File: config.mk
export PLATFORM = sky130hd
export DESIGN_NAME = tmds_rx_align_decode
export DESIGN_NICKNAME = d
export VERILOG_FILES = /design/src/rtl/tmds_rx_pkg.sv /design/src/rtl/tmds_symbol_decode.sv /design/src/rtl/tmds_rx_align_decode.sv
export SDC_FILE = /design/constraint.sdc
export NUM_CORES = 1
export LEC_CHECK = 0
export BUFFER_PORTS_ARGS = -buffer_cell sky130_fd_sc_hd__buf_2
export CAP_MARGIN = 20
export CORE_ASPECT_RATIO = 0.8
export CORE_MARGIN = 3
export CORE_UTILIZATION = 25
export DETAILED_ROUTE_END_ITERATION = 10
export GPL_ROUTABILITY_DRIVEN = 0
export HOLD_SLACK_MARGIN = 0.12
export PLACE_DENSITY = 0.48
export SYNTH_ARGS = -nofsm -noshare
export SYNTH_HDL_FRONTEND = slang
export SYNTH_SLANG_ARGS = --single-unit
export TNS_END_PERCENT = 5
File: constraint.sdc
create_clock -name i_pixclk -period 4.38 [get_ports i_pixclk]
set_input_delay 0.219 -clock i_pixclk [delete_from_list [all_inputs] [get_ports i_pixclk]]
set_output_delay 0.219 -clock i_pixclk [all_outputs]
set_load 0.1 [all_outputs]
File: src/rtl/tmds_rx_pkg.sv
// Shared TMDS receive definitions: control tokens, aligner states,
// offset width and the offset-advance helper.
package tmds_rx_pkg;

    localparam int OFS_W = 4;

    localparam logic [9:0] TOK_C00 = 10'b1101010100;
    localparam logic [9:0] TOK_C01 = 10'b0010101011;
    localparam logic [9:0] TOK_C10 = 10'b0101010100;
    localparam logic [9:0] TOK_C11 = 10'b1010101011;

    typedef enum logic [1:0] {
        SEARCH = 2'd0,
        VERIFY = 2'd1,
        LOCKED = 2'd2
    } state_t;

    // Bit offsets run 0..9 and wrap.
    function automatic logic [OFS_W-1:0] ofs_inc(input logic [OFS_W-1:0] ofs);
        return (ofs == OFS_W'(9)) ? '0 : ofs + 1'b1;
    endfunction

endpackage

File: src/rtl/tmds_symbol_decode.sv
// Combinational TMDS symbol decoder: control-token match plus
// 10b->8b data decode of one aligned symbol.
module tmds_symbol_decode
    import tmds_rx_pkg::*;
(
    input  logic [9:0] w,
    output logic       is_token,
    output logic [1:0] ctrl,
    output logic [7:0] data
);

    logic [7:0] d;

    always_comb begin
        is_token = 1'b1;
        ctrl     = 2'b00;
        unique case (1'b1)
            (w == TOK_C00): ctrl = 2'b00;
            (w == TOK_C01): ctrl = 2'b01;
            (w == TOK_C10): ctrl = 2'b10;
            (w == TOK_C11): ctrl = 2'b11;
            default:        is_token = 1'b0;
        endcase
    end

    always_comb begin
        d       = w[9] ? ~w[7:0] : w[7:0];
        data    = '0;
        data[0] = d[0];
        for (int i = 1; i < 8; i++) begin
            data[i] = w[8] ? (d[i] ^ d[i-1]) : ~(d[i] ^ d[i-1]);
        end
    end

endmodule

File: src/rtl/tmds_rx_align_decode.sv
// TMDS channel receiver: token-run word aligner and symbol decode.
// Optional TMDS_RELOCK_CNT_EN adds a saturating lock-loss counter.
module tmds_rx_align_decode
    import tmds_rx_pkg::*;
#(
    parameter int LOCK_RUN    = 8,
    parameter int DWELL       = 16,
    parameter int WDOG_CYCLES = 4096
) (
    input  logic             i_pixclk,
    input  logic             i_rst_n,
    input  logic [9:0]       i_raw,
    output logic [7:0]       o_data,
    output logic [1:0]       o_ctrl,
    output logic             o_de,
    output logic             o_locked,
    output logic [OFS_W-1:0] o_offset
`ifdef TMDS_RELOCK_CNT_EN
    ,
    output logic [7:0]       o_relock_cnt
`endif
);

    localparam int RUN_W = $clog2(LOCK_RUN + 1);
    localparam int DWL_W = (DWELL > 1) ? $clog2(DWELL) : 1;
    localparam int WDG_W = (WDOG_CYCLES > 1) ? $clog2(WDOG_CYCLES) : 1;

    localparam logic [RUN_W-1:0] RUN_MAX = RUN_W'(LOCK_RUN);
    localparam logic [DWL_W-1:0] DWL_MAX = DWL_W'(DWELL - 1);
    localparam logic [WDG_W-1:0] WDG_MAX = WDG_W'(WDOG_CYCLES - 1);

    state_t             state, state_n;
    logic [19:0]        hist;
    logic [19:0]        shifted;
    logic [9:0]         w;
    logic [OFS_W-1:0]   offset, offset_n;
    logic [DWL_W-1:0]   dwell, dwell_n;
    logic [RUN_W-1:0]   run, run_n;
    logic [WDG_W-1:0]   wdog, wdog_n;
    logic               expire;
    logic               is_token;
    logic [1:0]         ctrl;
    logic [7:0]         data;

    assign shifted = hist >> offset;
    assign w       = shifted[9:0];

    tmds_symbol_decode u_dec (
        .w        (w),
        .is_token (is_token),
        .ctrl     (ctrl),
        .data     (data)
    );

    always_comb begin
        state_n  = state;
        offset_n = offset;
        dwell_n  = dwell;
        run_n    = run;
        wdog_n   = wdog;
        expire   = 1'b0;
        unique case (state)
            SEARCH: begin
                if (is_token) begin
                    state_n = VERIFY;
                    run_n   = RUN_W'(1);
                    dwell_n = '0;
                end else if (dwell == DWL_MAX) begin
                    dwell_n  = '0;
                    offset_n = ofs_inc(offset);
                end else begin
                    dwell_n = dwell + 1'b1;
                end
            end
            VERIFY: begin
                if (is_token) begin
                    run_n = run + 1'b1;
                    if (run_n == RUN_MAX) begin
                        state_n = LOCKED;
                        wdog_n  = '0;
                    end
                end else begin
                    state_n = SEARCH;
                    dwell_n = '0;
                    run_n   = '0;
                end
            end
            LOCKED: begin
                if (!is_token) begin
                    run_n = '0;
                end else if (run != RUN_MAX) begin
                    run_n = run + 1'b1;
                end
                // A full token run keeps the link alive even at expiry.
                if (is_token && run_n == RUN_MAX) begin
                    wdog_n = '0;
                end else if (wdog == WDG_MAX) begin
                    state_n  = SEARCH;
                    offset_n = ofs_inc(offset);
                    wdog_n   = '0;
                    run_n    = '0;
                    dwell_n  = '0;
                    expire   = 1'b1;
                end else begin
                    wdog_n = wdog + 1'b1;
                end
            end
            default: begin
                state_n = SEARCH;
            end
        endcase
    end

    always_ff @(posedge i_pixclk or negedge i_rst_n) begin
        if (!i_rst_n) begin
            hist   <= '0;
            state  <= SEARCH;
            offset <= '0;
            dwell  <= '0;
            run    <= '0;
            wdog   <= '0;
        end else begin
            hist   <= {i_raw, hist[19:10]};
            state  <= state_n;
            offset <= offset_n;
            dwell  <= dwell_n;
            run    <= run_n;
            wdog   <= wdog_n;
        end
    end

    always_ff @(posedge i_pixclk or negedge i_rst_n) begin
        if (!i_rst_n) begin
            o_de   <= 1'b0;
            o_data <= '0;
            o_ctrl <= '0;
        end else if (state == LOCKED && is_token) begin
            o_de   <= 1'b0;
            o_data <= '0;
            o_ctrl <= ctrl;
        end else if (state == LOCKED) begin
            o_de   <= 1'b1;
            o_data <= data;
        end else begin
            o_de   <= 1'b0;
            o_data <= '0;
            o_ctrl <= '0;
        end
    end

    assign o_locked = (state == LOCKED);
    assign o_offset = offset;

`ifdef TMDS_RELOCK_CNT_EN
    always_ff @(posedge i_pixclk or negedge i_rst_n) begin
        if (!i_rst_n) begin
            o_relock_cnt <= '0;
        end else if (expire && o_relock_cnt != 8'hFF) begin
            o_relock_cnt <= o_relock_cnt + 1'b1;
        end
    end
`endif

endmodule
* Yosys cells after proc, flatten, opt, wreduce, memory -nomap -nowiden
Index checks and enable logic that the tools add are counted.
Operators by class: reduce and logical (&&, ||, !) cells 12, mux-type cells 47, $mul 0, $add $sub $neg 4, bitwise logic cells 15, shift operators 1, div/mod/pow operators 0, $lt $le $gt $ge 0, equality and inequality tests 22
Operator list (count):
- 4-bit two-way mux | 17
- 12-bit two-way mux | 4
- 8-bit two-way mux | 3
- 12-bit one-hot mux with 2 select lines | 1
- 4-bit one-hot mux with 3 select lines | 2
- 10-bit == test, second input constant | 2
- 20-bit by 4-bit >> shifter with 10-bit output | 1
- 4-bit == test, second input constant | 4
- 2-bit two-way mux | 7
- 2-bit inequality test, second input constant | 7
- 12-bit by 1-bit adder with 12-bit output, second input constant | 1
- 4-bit by 1-bit adder with 4-bit output, second input constant | 3
- 12-bit == test, second input constant | 1
- 2-bit one-hot mux with 3 select lines | 2
- 10-bit by 8-bit == test with 1-bit output, second input constant | 1
- 10-bit by 9-bit == test with 1-bit output, second input constant | 1
- 1-bit two-way mux | 10
- 8-bit inverter | 1
- 4-bit one-hot mux with 2 select lines | 1
- 4-bit AND reduction | 2
- 1-bit inverter | 7
- 1-bit XOR | 7
- 5-bit AND reduction | 1
- 2-bit by 1-bit inequality test with 1-bit output, second input constant | 2
- 11 further kinds | 13
Storage, ports and cells: logic and storage cells 110, output and inout bits 16, bits in writable memories 0, ROM bits 0, input bits 12, memories 0, flip-flop bits (word level) 57, bits in latches 0

* Longest topological paths before layout
Gate-level depths: netlist of the first run.
word-level depth 10, depth in mapped cells 17, depth with buffers taken out 13

* Cells and area by module
A second synthesis of the first run with hierarchy kept.
Second synthesis, totals: cell total of the unflattened synthesis 327, area total of the unflattened synthesis 3450.8 um^2
Modules (own cells, without submodules):
- tmds_rx_align_decode | seq. area each 1426.4 um^2, cells an instance 302, times used 1, area an instance 3235.6 um^2
- tmds_symbol_decode | seq. area each 0.0 um^2, cells an instance 25, times used 1, area an instance 215.2 um^2

* Least setup slack after synthesis of the first run
No wires, ideal clock.
path type flip-flop to flip-flop, start register offset[1], in the netlist o_offset[1], end register wdog[4], path buffers 4, clock period less this slack 4.489 ns, cell stages (with the launch flop) 15, setup slack -0.109 ns, arrival 4.420 ns, data required time 4.311 ns, library setup time 0.069 ns, path through dfrtp_1 > buf_6 > clkbuf_1 > clkbuf_1 > mux4_2 > mux4_2 > ha_1 > and4_1 > and3_1 > a31oi_4 > and2_1 > buf_2 > o21ai_1 > or4_1 > nand3_1
On the way: word-level cells in the longest chain between the ends 10, elaborated cells on any way between the ends 15, classes of those cells 6 x eq/ne; 1 x shift; 5 x mux; 3 x reduce/logical
RTL lines:
- start: declaration | RTL line tmds_rx_align_decode.sv:36 | logic [OFS_W-1:0] offset, offset_n;
- start signal: assignment | RTL line tmds_rx_align_decode.sv:125 | offset <= offset_n;
- 20-bit by 4-bit >> shifter with 10-bit output (*) | RTL line tmds_rx_align_decode.sv:45 | assign shifted = hist >> offset;
- 10-bit == test (tied with other cells) | RTL line tmds_symbol_decode.sv:21 | (w == TOK_C11): ctrl = 2'b11;
- 4-bit OR reduction (no line) (*)
- 1-bit two-way mux (*) | RTL line tmds_symbol_decode.sv:17 | unique case (1'b1)
- 4-bit two-way mux | RTL line tmds_rx_align_decode.sv:89 | if (!is_token) begin
- 4-bit two-way mux | RTL line tmds_rx_align_decode.sv:62 | unique case (state)
- 4-bit == test | RTL line tmds_rx_align_decode.sv:95 | if (is_token && run_n == RUN_MAX) begin
- 1-bit logical AND | RTL line tmds_rx_align_decode.sv:95
- 12-bit two-way mux | RTL line tmds_rx_align_decode.sv:95
- 12-bit one-hot mux with 2 select lines | RTL line tmds_rx_align_decode.sv:62
- end signal: assignment | RTL line tmds_rx_align_decode.sv:128 | wdog <= wdog_n;
- end: declaration | RTL line tmds_rx_align_decode.sv:39 | logic [WDG_W-1:0] wdog, wdog_n;
Every way passes the cells marked *; elsewhere a longest branch is shown, timed or not. The select of a mux whose other input is x is not followed. A chain may end at the register's enable or synchronous reset.

* Worst setup path after layout of the first run
start register offset[1], in the netlist o_offset[1], end register dwell[2]
On the way: word-level cells in the longest chain between the ends 10, elaborated cells on any way between the ends 16, classes of those cells 7 x eq/ne; 1 x shift; 5 x mux; 3 x reduce/logical
RTL lines:
- 20-bit by 4-bit >> shifter with 10-bit output (*) | RTL line tmds_rx_align_decode.sv:45
- 10-bit == test (tied with other cells) | RTL line tmds_symbol_decode.sv:21
- 4-bit OR reduction (no line) (*)
- 1-bit two-way mux (*) | RTL line tmds_symbol_decode.sv:17
- 4-bit two-way mux | RTL line tmds_rx_align_decode.sv:89
- 4-bit two-way mux | RTL line tmds_rx_align_decode.sv:62
- 4-bit == test | RTL line tmds_rx_align_decode.sv:95
- 1-bit logical AND | RTL line tmds_rx_align_decode.sv:95
- 2-bit inequality test (no line)
- 4-bit AND reduction (no line)
- end signal: assignment | RTL line tmds_rx_align_decode.sv:126 | dwell <= dwell_n;
- end: declaration | RTL line tmds_rx_align_decode.sv:37 | logic [DWL_W-1:0] dwell, dwell_n;
Marks and branches as above.

==> flow_metrics.env, run 1 <==
export IMPL_synth_distinct_cells=56
export IMPL_hold_depth=0
export IMPL_tritoncts="built"
export IMPL_synth_top_area_cell="dfrtp_1"
export IMPL_syn_area_sq_um=3490
export IMPL_synthArstFlopShare=1.00
export IMPL_vias=2601
export IMPL_io_pins=28
export IMPL_numCtsBuffers=9
export IMPL_cts_buffer_depth=2
export IMPL_synth_top_area_share=0.409
export IMPL_syn_num_nets=361
export IMPL_dp_slack_ps=371
export IMPL_p_seq_frac=0.270
export IMPL_fp_dieW_um=138
export IMPL_place_hpwl_mm=5.68
export IMPL_finalHoldViolCount=0
export IMPL_syn_area_per_cell_sq_um=10.5
export IMPL_crit_family="multiplexers"
export IMPL_grt_pass1_vias=2577
export IMPL_crit_chain="mux2_2 > mux2_2 > mux4_2 > ha_1 > and4_1 > and3_1 > a31oi_4 > nand2_1 > a21oi_1 > o311ai_0 > o2bb2ai_1"
export IMPL_maxCapViolCount=0
export IMPL_layout_cells_non_filler=555
export IMPL_syn_inst=333
export IMPL_dr_pass1_iters=4
export IMPL_synth_edff_count=0
export IMPL_end_kind="flop"
export IMPL_diodes=0
export IMPL_antenna_found_initial=0
export IMPL_power_density_nw_per_um2=584
export IMPL_ys_ff_latch=57
export IMPL_fmax_mhz=246
export IMPL_critPathMostFrequentCell="mux2_2"
export IMPL_clkPwrFrac=0.284
export IMPL_ys_flop_type="dfrtp_1"
export IMPL_drcViolationCount=0
export IMPL_crit_buf_inv=0
export IMPL_path_class="reg2reg"
export IMPL_crit_cells=11
export IMPL_cts_hold_buffers=11
export IMPL_switching_power_mw=0.937
export IMPL_drive_above_1_share=0.221
export IMPL_cp_data_required_time_ps=4610
export IMPL_worst_path_max_delay_cell="dfrtp_2"
export IMPL_swShare=0.377
export IMPL_fin_worst_skew_ps=10.9
export IMPL_reg2regPathDepth=11
export IMPL_clock_latency_ps=340
export IMPL_status="finished clean"
export IMPL_numPlacedInstances=528
export IMPL_max_stage_delay_ps=740
export IMPL_crit_arrival_ps=4290
export IMPL_wl_mm=7.82
export IMPL_area_delta_synth_final_pct=21.8
export IMPL_post_drt_wl_per_cell_um=14.1
export IMPL_period_needed_ps=4060
export IMPL_drt_initial_drc_count=224
export IMPL_comb_power_share=0.446
export IMPL_leakage_nw=1.83
export IMPL_htree_levels=3
export IMPL_mostFrequentLayoutCells="dfrtp_1, buf_2, nand2_1"
export IMPL_start_util=0.263
export IMPL_power_internal_mw=1.55
export IMPL_vias_per_cell=4.69
export IMPL_clk_pin_slew_ps=60
export IMPL_cp_max_fo=28
export IMPL_dieArea_sq_um=15400
export IMPL_worstMarginPinSlew_ps=747
export IMPL_grt_ovfl_total=0
export IMPL_worst_slack_ps=321
export IMPL_row_count=37
export IMPL_postCtsResizedCells=0
export IMPL_seq_area_frac_synth=0.409
export IMPL_yosys_top_cells_area="dfrtp_1, mux4_2, ha_1, mux2i_1, xnor2_1"
export IMPL_coreArea_sq_um=13200
export IMPL_slew_headroom=0.502
export IMPL_finalSetupTns_ps=0
export IMPL_dieHeight_um=112
export IMPL_ir_drop_uv=217
export IMPL_timing_hold_ws_ps=434
export IMPL_finish_utilization=0.321
export IMPL_post_cts_buffers=0
export IMPL_rsz0062_at_grt="no"
export IMPL_hold_class="reg2reg"
export IMPL_grt_start_max_net_pins=58
export IMPL_grt_pass1_wl_mm=13.7
export IMPL_setup_viol=0
export IMPL_cts_root_buf="clkbuf_16"
export IMPL_ant_nets=0
export IMPL_layout_commonest_cell="dfrtp_1"
export IMPL_yosysWarnings=0
export IMPL_track_usage=0.110
export IMPL_port_buffers=27
export IMPL_final_nets=403
export IMPL_drv_slew=0
export IMPL_fin_crit_sh=0.927
export IMPL_cp_start_kind="flop"
export IMPL_cts_sinks=57
## state kept, by name, indices dropped and copies added (netlist names)
signal    count
o_ctrl        2
o_de          1
wdog         12
dwell         4
o_offset      4
hist         20
run           4
state         2
o_data        8
## per-layer routing
metal,routed length [um],global-route usage
met1,4230,0.164
met4,119,0.0494
met3,456,0.0331
met2,3020,0.144
met5,0,0
## final timing paths
check	start	to	slack (ps)
max	o_offset[1]	dwell[2]	320
min	hist[13]	hist[3]	430
max reg2reg	o_offset[1]	dwell[2]	320
min reg2reg	hist[13]	hist[3]	430
max in group asynchronous	i_rst_n	o_offset[1]	3280
min in group asynchronous	i_rst_n	hist[14]	570
## synthesized netlist by cell type (3+ instances only)
cell and instances:
nand4_1 5, o22ai_1 3, o41ai_1 4, mux2_4 3, nand3_1 12, clkbuf_1 5, nor3_1 6, ha_1 16
inv_1 23, xnor2_1 12, nand2_1 26, o31ai_1 5, nor2_1 21, a22o_1 4, a21oi_1 10, xor2_1 3
mux2_2 9, buf_2 4, o21ai_0 19, mux2i_1 17, dfrtp_1 57, a21o_1 3, o2bb2ai_1 4, mux4_2 11
nand2b_1 4, and3_1 4, nor2b_1 4
## cell families after synthesis
logic type | count (synthesis) | share of synthesized area
xor gates and xnor gates | 15 | 0.0377
and+or+nand+nor | 96 | 0.137
AOI/OAI and AO/OA | 72 | 0.151
adders and majority gates | 16 | 0.0574
DFF | 57 | 0.409
buffers and inverters | 37 | 0.0456
muxes | 40 | 0.162
## stage by stage
stage               total power, mW  cell area, sq um
floorplan                      1.56              3490
global placement               1.78              3830
detailed placement             1.77              3830
CTS                            2.51              4250
global route                   2.66              4250
finish                         2.48              4250
## power groups by stage
| stage | Sequential [mW] | Combinational (mW) | Clock [mW] |
|---|---|---|---|
| after floorplan | 0.703 | 0.856 | 0 |
| after global placement | 0.678 | 1.10 | 0 |
| after detailed placement | 0.679 | 1.09 | 0 |
| after CTS | 0.671 | 1.11 | 0.735 |
| after global routing | 0.684 | 1.23 | 0.753 |
| final | 0.670 | 1.11 | 0.705 |
## layout make-up
cell class / count / area (sq um)
fill: 1370 / 8990
multi-input combinational: 239 / 1900
sequential: 57 / 1430
timing repair buffer: 44 / 303
clock buffer: 9 / 225
tap: 175 / 219
inverter: 24 / 90.1
clock inverter: 7 / 80.1
## worst reg2reg max path: stages, from the launching register on
cell       delay, ps
dfrtp_2          740
mux2_2           420
mux2_2           270
mux4_2           530
ha_1             220
and4_1           200
and3_1           200
a31oi_4          250
nand2_1          230
a21oi_1          450
o311ai_0         250
o2bb2ai_1        170
Note: power is estimated with default switching activity, not from simulation.
==> inputs of run 2 (changes only) <==
--- a/config.mk
+++ b/config.mk
@@ -13,7 +13,7 @@
 export DETAILED_ROUTE_END_ITERATION = 10
 export GPL_ROUTABILITY_DRIVEN = 0
 export HOLD_SLACK_MARGIN = 0.12
-export PLACE_DENSITY = 0.48
+export PLACE_DENSITY = 0.5
 export SYNTH_ARGS = -nofsm -noshare
 export SYNTH_HDL_FRONTEND = slang
 export SYNTH_SLANG_ARGS = --single-unit
==> run 2 against run 1 <==
Effect of this change:
- clock skew fell by 2.7 ps
- sequential power up 3%
- critical path depth did not move
- first-iteration DRC count fell by 23%
- die area did not move
- total power increased by 0.49%
- non-clock buffer count stayed put
- count of clock-buffer cells in the layout is 5 higher
- clock power is 2% higher
- worst hold slack worse by 6.7 ps
==> flow_metrics.env, run 2 (synthesis results as in run 1) <==
export IMPL_dieHeight_um=112
export IMPL_grt_ovfl_total=0
export IMPL_reg_largest_list="hist (20), wdog (12), o_data (8)"
export IMPL_fmax_mhz=246
export IMPL_start_util=0.263
export IMPL_worstMarginPinSlew_ps=731
export IMPL_setup_viol=0
export IMPL_p_seq_frac=0.275
export IMPL_fp_dieW_um=138
export IMPL_maxCapViolCount=0
export IMPL_grt_pass1_vias=2580
export IMPL_tritoncts="built"
export IMPL_drive_above_1_share=0.216
export IMPL_track_usage=0.109
export IMPL_layout_commonest_cell="dfrtp_1"
export IMPL_cts_root_buf="clkbuf_16"
export IMPL_fillers=1383
export IMPL_switching_power_mw=0.918
export IMPL_drcViolationCount=0
export IMPL_largest_register="hist"
export IMPL_clock_latency_ps=320
export IMPL_finalHoldViolCount=0
export IMPL_power_internal_mw=1.58
export IMPL_hold_depth=0
export IMPL_wl_mm=8.24
export IMPL_row_count=37
export IMPL_drv_slew=0
export IMPL_drt_initial_drc_count=173
export IMPL_diodes=0
export IMPL_power_density_nw_per_um2=589
export IMPL_fin_worst_skew_ps=8.29
export IMPL_slew_headroom=0.512
export IMPL_swShare=0.368
export IMPL_timing_hold_ws_ps=428
export IMPL_rsz0062_at_grt="no"
export IMPL_fin_crit_sh=0.927
export IMPL_cts_buffer_depth=2
export IMPL_final_nets=403
export IMPL_clk_pin_slew_ps=50
export IMPL_grt_start_max_net_pins=58
export IMPL_period_needed_ps=4060
export IMPL_end_kind="flop"
export IMPL_numCtsBuffers=9
export IMPL_cp_start_kind="flop"
export IMPL_hold_class="reg2reg"
export IMPL_ant_nets=0
export IMPL_cts_sinks=57
export IMPL_dieArea_sq_um=15400
export IMPL_leakage_nw=1.84
export IMPL_post_drt_wl_per_cell_um=14.8
export IMPL_finalSetupTns_ps=0
export IMPL_mostFrequentLayoutCells="dfrtp_1, buf_2, nand2_1"
export IMPL_htree_levels=3
export IMPL_antenna_found_initial=0
export IMPL_reg2regPathDepth=11
export IMPL_cp_max_fo=28
export IMPL_path_class="reg2reg"
export IMPL_dr_pass1_iters=4
export IMPL_coreArea_sq_um=13200
export IMPL_largest_register_ff_count=20
export IMPL_io_pins=28
export IMPL_area_delta_synth_final_pct=21.5
export IMPL_vias_per_cell=4.79
export IMPL_crit_arrival_ps=4310
export IMPL_vias=2659
export IMPL_clkPwrFrac=0.289
export IMPL_status="finished clean"
export IMPL_place_hpwl_mm=6.02
export IMPL_port_buffers=27
export IMPL_grt_pass1_wl_mm=13.8
export IMPL_ir_drop_uv=223
export IMPL_comb_power_share=0.436
export IMPL_cp_data_required_time_ps=4630
run 2: cell count changes in the layout (fill, tap and decap cells not counted), moves of 2 or more:
cell,previous run,this run
clkbuf_8,0,3
clkinvlp_4,2,0
clkinv_4,3,0
clkbuf_1,0,2
run 2: worst paths after layout:
kind / startpoint / slack (ps) / endpoint
setup / recovery: o_offset[1] / 320 / wdog[4]
hold / removal: hist[12] / 430 / hist[2]
setup reg to reg: o_offset[1] / 320 / wdog[4]
hold reg to reg: hist[12] / 430 / hist[2]
max in group asynchronous: i_rst_n / 3290 / o_offset[1]
min in group asynchronous: i_rst_n / 560 / hist[10]
run 2: per-layer routing:
metal	vias up	part of all wire	track usage
met5	-	0	0
met4	0	0.011	0.0309
met3	8	0.043	0.0343
met2	53	0.39	0.146
met1	1296	0.55	0.167
li1	1302	-	-
run 2: area by class of cell:
type | count | area (sq um) | area share
clock buffers | 14 | 274 | 0.0646
repair buffers | 44 | 290 | 0.0685
multi-input cells | 239 | 1900 | 0.449
flip-flops and latches | 57 | 1430 | 0.337
inverters | 24 | 90.1 | 0.0213
clock inverters | 2 | 35.0 | 0.00826
well taps | 175 | 219 | 0.0517
run 2: power by group through the flow:
| stage | Combinational [mW] | Clock, mW | Sequential [mW] |
|---|---|---|---|
| 6_report | 1.09 | 0.721 | 0.687 |
| 4_1_cts | 1.09 | 0.740 | 0.686 |
| 3_5_place_dp | 1.08 | 0 | 0.694 |
| 3_3_place_gp | 1.07 | 0 | 0.690 |
| 5_1_grt | 1.20 | 0.764 | 0.701 |
| 2_1_floorplan | 0.856 | 0 | 0.703 |
run 2: worst max-delay path, cell delays in order (launching register included):
cell and delay, ps:
dfrtp_2 760, mux2_2 420, mux2_2 280, mux4_2 530, ha_1 220, and4_1 200, and3_1 200, a31oi_4 250
and2_1 390, o21ai_1 210, or4_1 440, nand3_1 90
run 2: what timing repair did:
action                     CTS  global route
hold endpoints to repair    67             0
setup endpoints to repair    0             0
setup buffers                0             0
hold buffers                11             0
resized for setup            0             0
run 2: stage by stage:
step / power, mW / instances / worst slack [ps] / instance area [sq um] / utilization
finish: 2.49 / 555 / 318 / 4240 / 0.320
detailed placement: 1.77 / 528 / 346 / 3820 / 0.289
global placement: 1.76 / 528 / 426 / 3820 / 0.289
global route: 2.66 / 555 / 26.1 / 4240 / 0.320
floorplan: 1.56 / 333 / 150 / 3490 / -
CTS: 2.52 / 555 / 332 / 4240 / 0.320
==> inputs of run 3 (changes only) <==
--- a/config.mk
+++ b/config.mk
@@ -5,15 +5,15 @@
 export SDC_FILE = /design/constraint.sdc
 export NUM_CORES = 1
 export LEC_CHECK = 0
-export BUFFER_PORTS_ARGS = -buffer_cell sky130_fd_sc_hd__buf_2
 export CAP_MARGIN = 20
 export CORE_ASPECT_RATIO = 0.8
 export CORE_MARGIN = 3
 export CORE_UTILIZATION = 25
 export DETAILED_ROUTE_END_ITERATION = 10
+export DONT_BUFFER_PORTS = 1
 export GPL_ROUTABILITY_DRIVEN = 0
 export HOLD_SLACK_MARGIN = 0.12
-export PLACE_DENSITY = 0.5
+export PLACE_DENSITY = 0.48
 export SYNTH_ARGS = -nofsm -noshare
 export SYNTH_HDL_FRONTEND = slang
 export SYNTH_SLANG_ARGS = --single-unit
==> run 3 against run 2 <==
Effect of this change:
- cell area down 1.5%
- total power up 1.4%
- largest power group unchanged
- largest cell class unchanged
- clock power up 6.5%
- utilization down 0.49 points
- critical path type unchanged
==> flow_metrics.env, run 3 (synthesis results as in run 1) <==
export IMPL_coreArea_sq_um=13200
export IMPL_fmax_mhz=252
export IMPL_diodes=0
export IMPL_numCtsBuffers=9
export IMPL_rsz0062_at_grt="no"
export IMPL_post_drt_wl_per_cell_um=15.5
export IMPL_grt_ovfl_total=0
export IMPL_startpoint="o_offset[0]"
export IMPL_mostFrequentLayoutCells="dfrtp_1, nand2_1, inv_1"
export IMPL_grt_pass1_vias=2573
export IMPL_drv_slew=0
export IMPL_vias=2538
export IMPL_largest_register_ff_count=20
export IMPL_hold_class="in2async"
export IMPL_reg2regPathDepth=10
export IMPL_place_hpwl_mm=6.00
export IMPL_cts_sinks=57
export IMPL_maxCapViolCount=0
export IMPL_largest_register="hist"
export IMPL_vias_per_cell=4.77
export IMPL_drcViolationCount=0
export IMPL_fin_crit_sh=0.905
export IMPL_dieHeight_um=112
export IMPL_cp_max_fo=25
export IMPL_reg2reg_from="o_offset[0]"
export IMPL_finalHoldViolCount=0
export IMPL_setup_viol=0
export IMPL_cts_root_buf="clkbuf_16"
export IMPL_clk_pin_slew_ps=60
export IMPL_r2r_end="dwell[0]"
export IMPL_dieArea_sq_um=15400
export IMPL_area_delta_synth_final_pct=19.7
export IMPL_crit_arrival_ps=4210
export IMPL_cts_buffer_depth=2
export IMPL_port_buffers=0
export IMPL_tritoncts="built"
export IMPL_reg_largest_list="hist (20), wdog (12), o_data (8)"
export IMPL_wl_mm=8.24
export IMPL_fin_area_sq_um=4170
export IMPL_htree_levels=3
export IMPL_layout_commonest_cell="dfrtp_1"
export IMPL_ant_nets=0
export IMPL_io_pins=28
export IMPL_status="finished clean"
export IMPL_end_kind="flop"
export IMPL_leakage_nw=1.74
export IMPL_antenna_found_initial=0
export IMPL_track_usage=0.112
export IMPL_grt_pass1_wl_mm=13.8
export IMPL_path_class="reg2reg"
export IMPL_final_nets=380
export IMPL_drive_above_1_share=0.174
export IMPL_dr_pass1_iters=4
export IMPL_finalSetupTns_ps=0
export IMPL_dpl_cell_area_sq_um=3710
export IMPL_row_count=37
export IMPL_regToRegSetupSlack_ps=420
export IMPL_postCtsResizedCells=0
export IMPL_power_density_nw_per_um2=606
export IMPL_drt_initial_drc_count=146
export IMPL_fin_worst_skew_ps=5.61
export IMPL_clock_latency_ps=330
export IMPL_cp_start_kind="flop"
export IMPL_period_needed_ps=3960
export IMPL_cp_endpoint="dwell[0]"
export IMPL_grt_start_max_net_pins=58
export IMPL_worstMarginPinSlew_ps=941
export IMPL_ir_drop_uv=258
export IMPL_start_util=0.263
export IMPL_fp_dieW_um=138
export IMPL_cp_data_required_time_ps=4630
export IMPL_slew_headroom=0.373
[run 3: worst min path at each step]
stage          endpoint  depth (start not counted)  slack (ps)    start
6_report        hist[4]                          2         400  i_rst_n
5_1_grt        hist[10]                          2         420  i_rst_n
4_1_cts        hist[12]                          2         410  i_rst_n
3_5_place_dp   hist[14]                          0         -70  i_rst_n
3_3_place_gp   hist[14]                          0         -70  i_rst_n
2_1_floorplan  dwell[0]                          0         -80  i_rst_n
[run 3: power by group]
part	internal, mW	switching [mW]	leakage (nW)
logic	0.507	0.558	0.852
registers	0.575	0.120	0.735
clock network	0.503	0.265	0.157
total	1.59	0.943	1.74
[run 3: critical path: stages (launching register included)]
cell,delay [ps]
dfrtp_2,730
mux4_2,630
mux4_2,550
ha_1,220
and4_1,230
and3_1,200
a31oi_4,250
nand2_1,230
a21oi_1,420
nand3_1,220
o2bb2ai_1,200
[run 3: what timing repair did]
item,in CTS,in global routing
endpoints found under the hold margin,67,0
buffers inserted,0,0
hold buffers,12,0
[run 3: cell type report]
| cell class | instances | area (sq um) |
|---|---|---|
| Fill cell | 1355 | 9070 |
| Multi-Input combinational cell | 239 | 1900 |
| Sequential cell | 57 | 1430 |
| Clock buffer | 9 | 225 |
| Tap cell | 175 | 219 |
| Timing Repair Buffer | 21 | 205 |
| Clock inverter | 7 | 103 |
| Inverter | 24 | 90.1 |
[run 3: layer usage]
layer | vias to the layer above | global-route usage | part of all wire
met2 | 34 | 0.152 | 0.41
met5 | - | 0 | 0
li1 | 1254 | - | -
met4 | 0 | 0.0415 | 0.013
met1 | 1242 | 0.166 | 0.54
met3 | 8 | 0.0318 | 0.034
[run 3: per-stage QoR]
step            util  setup slack, ps  total power, mW  hold slack [ps]  std cells
6_report       0.315              418             2.53              400        532
5_1_grt        0.315              155             2.70              421        532
4_1_cts        0.315              431             2.56              413        532
3_5_place_dp   0.280              431             1.74            -74.9        504
3_3_place_gp   0.280              522             1.74            -74.8        504
2_1_floorplan      -              150             1.56            -76.6        333
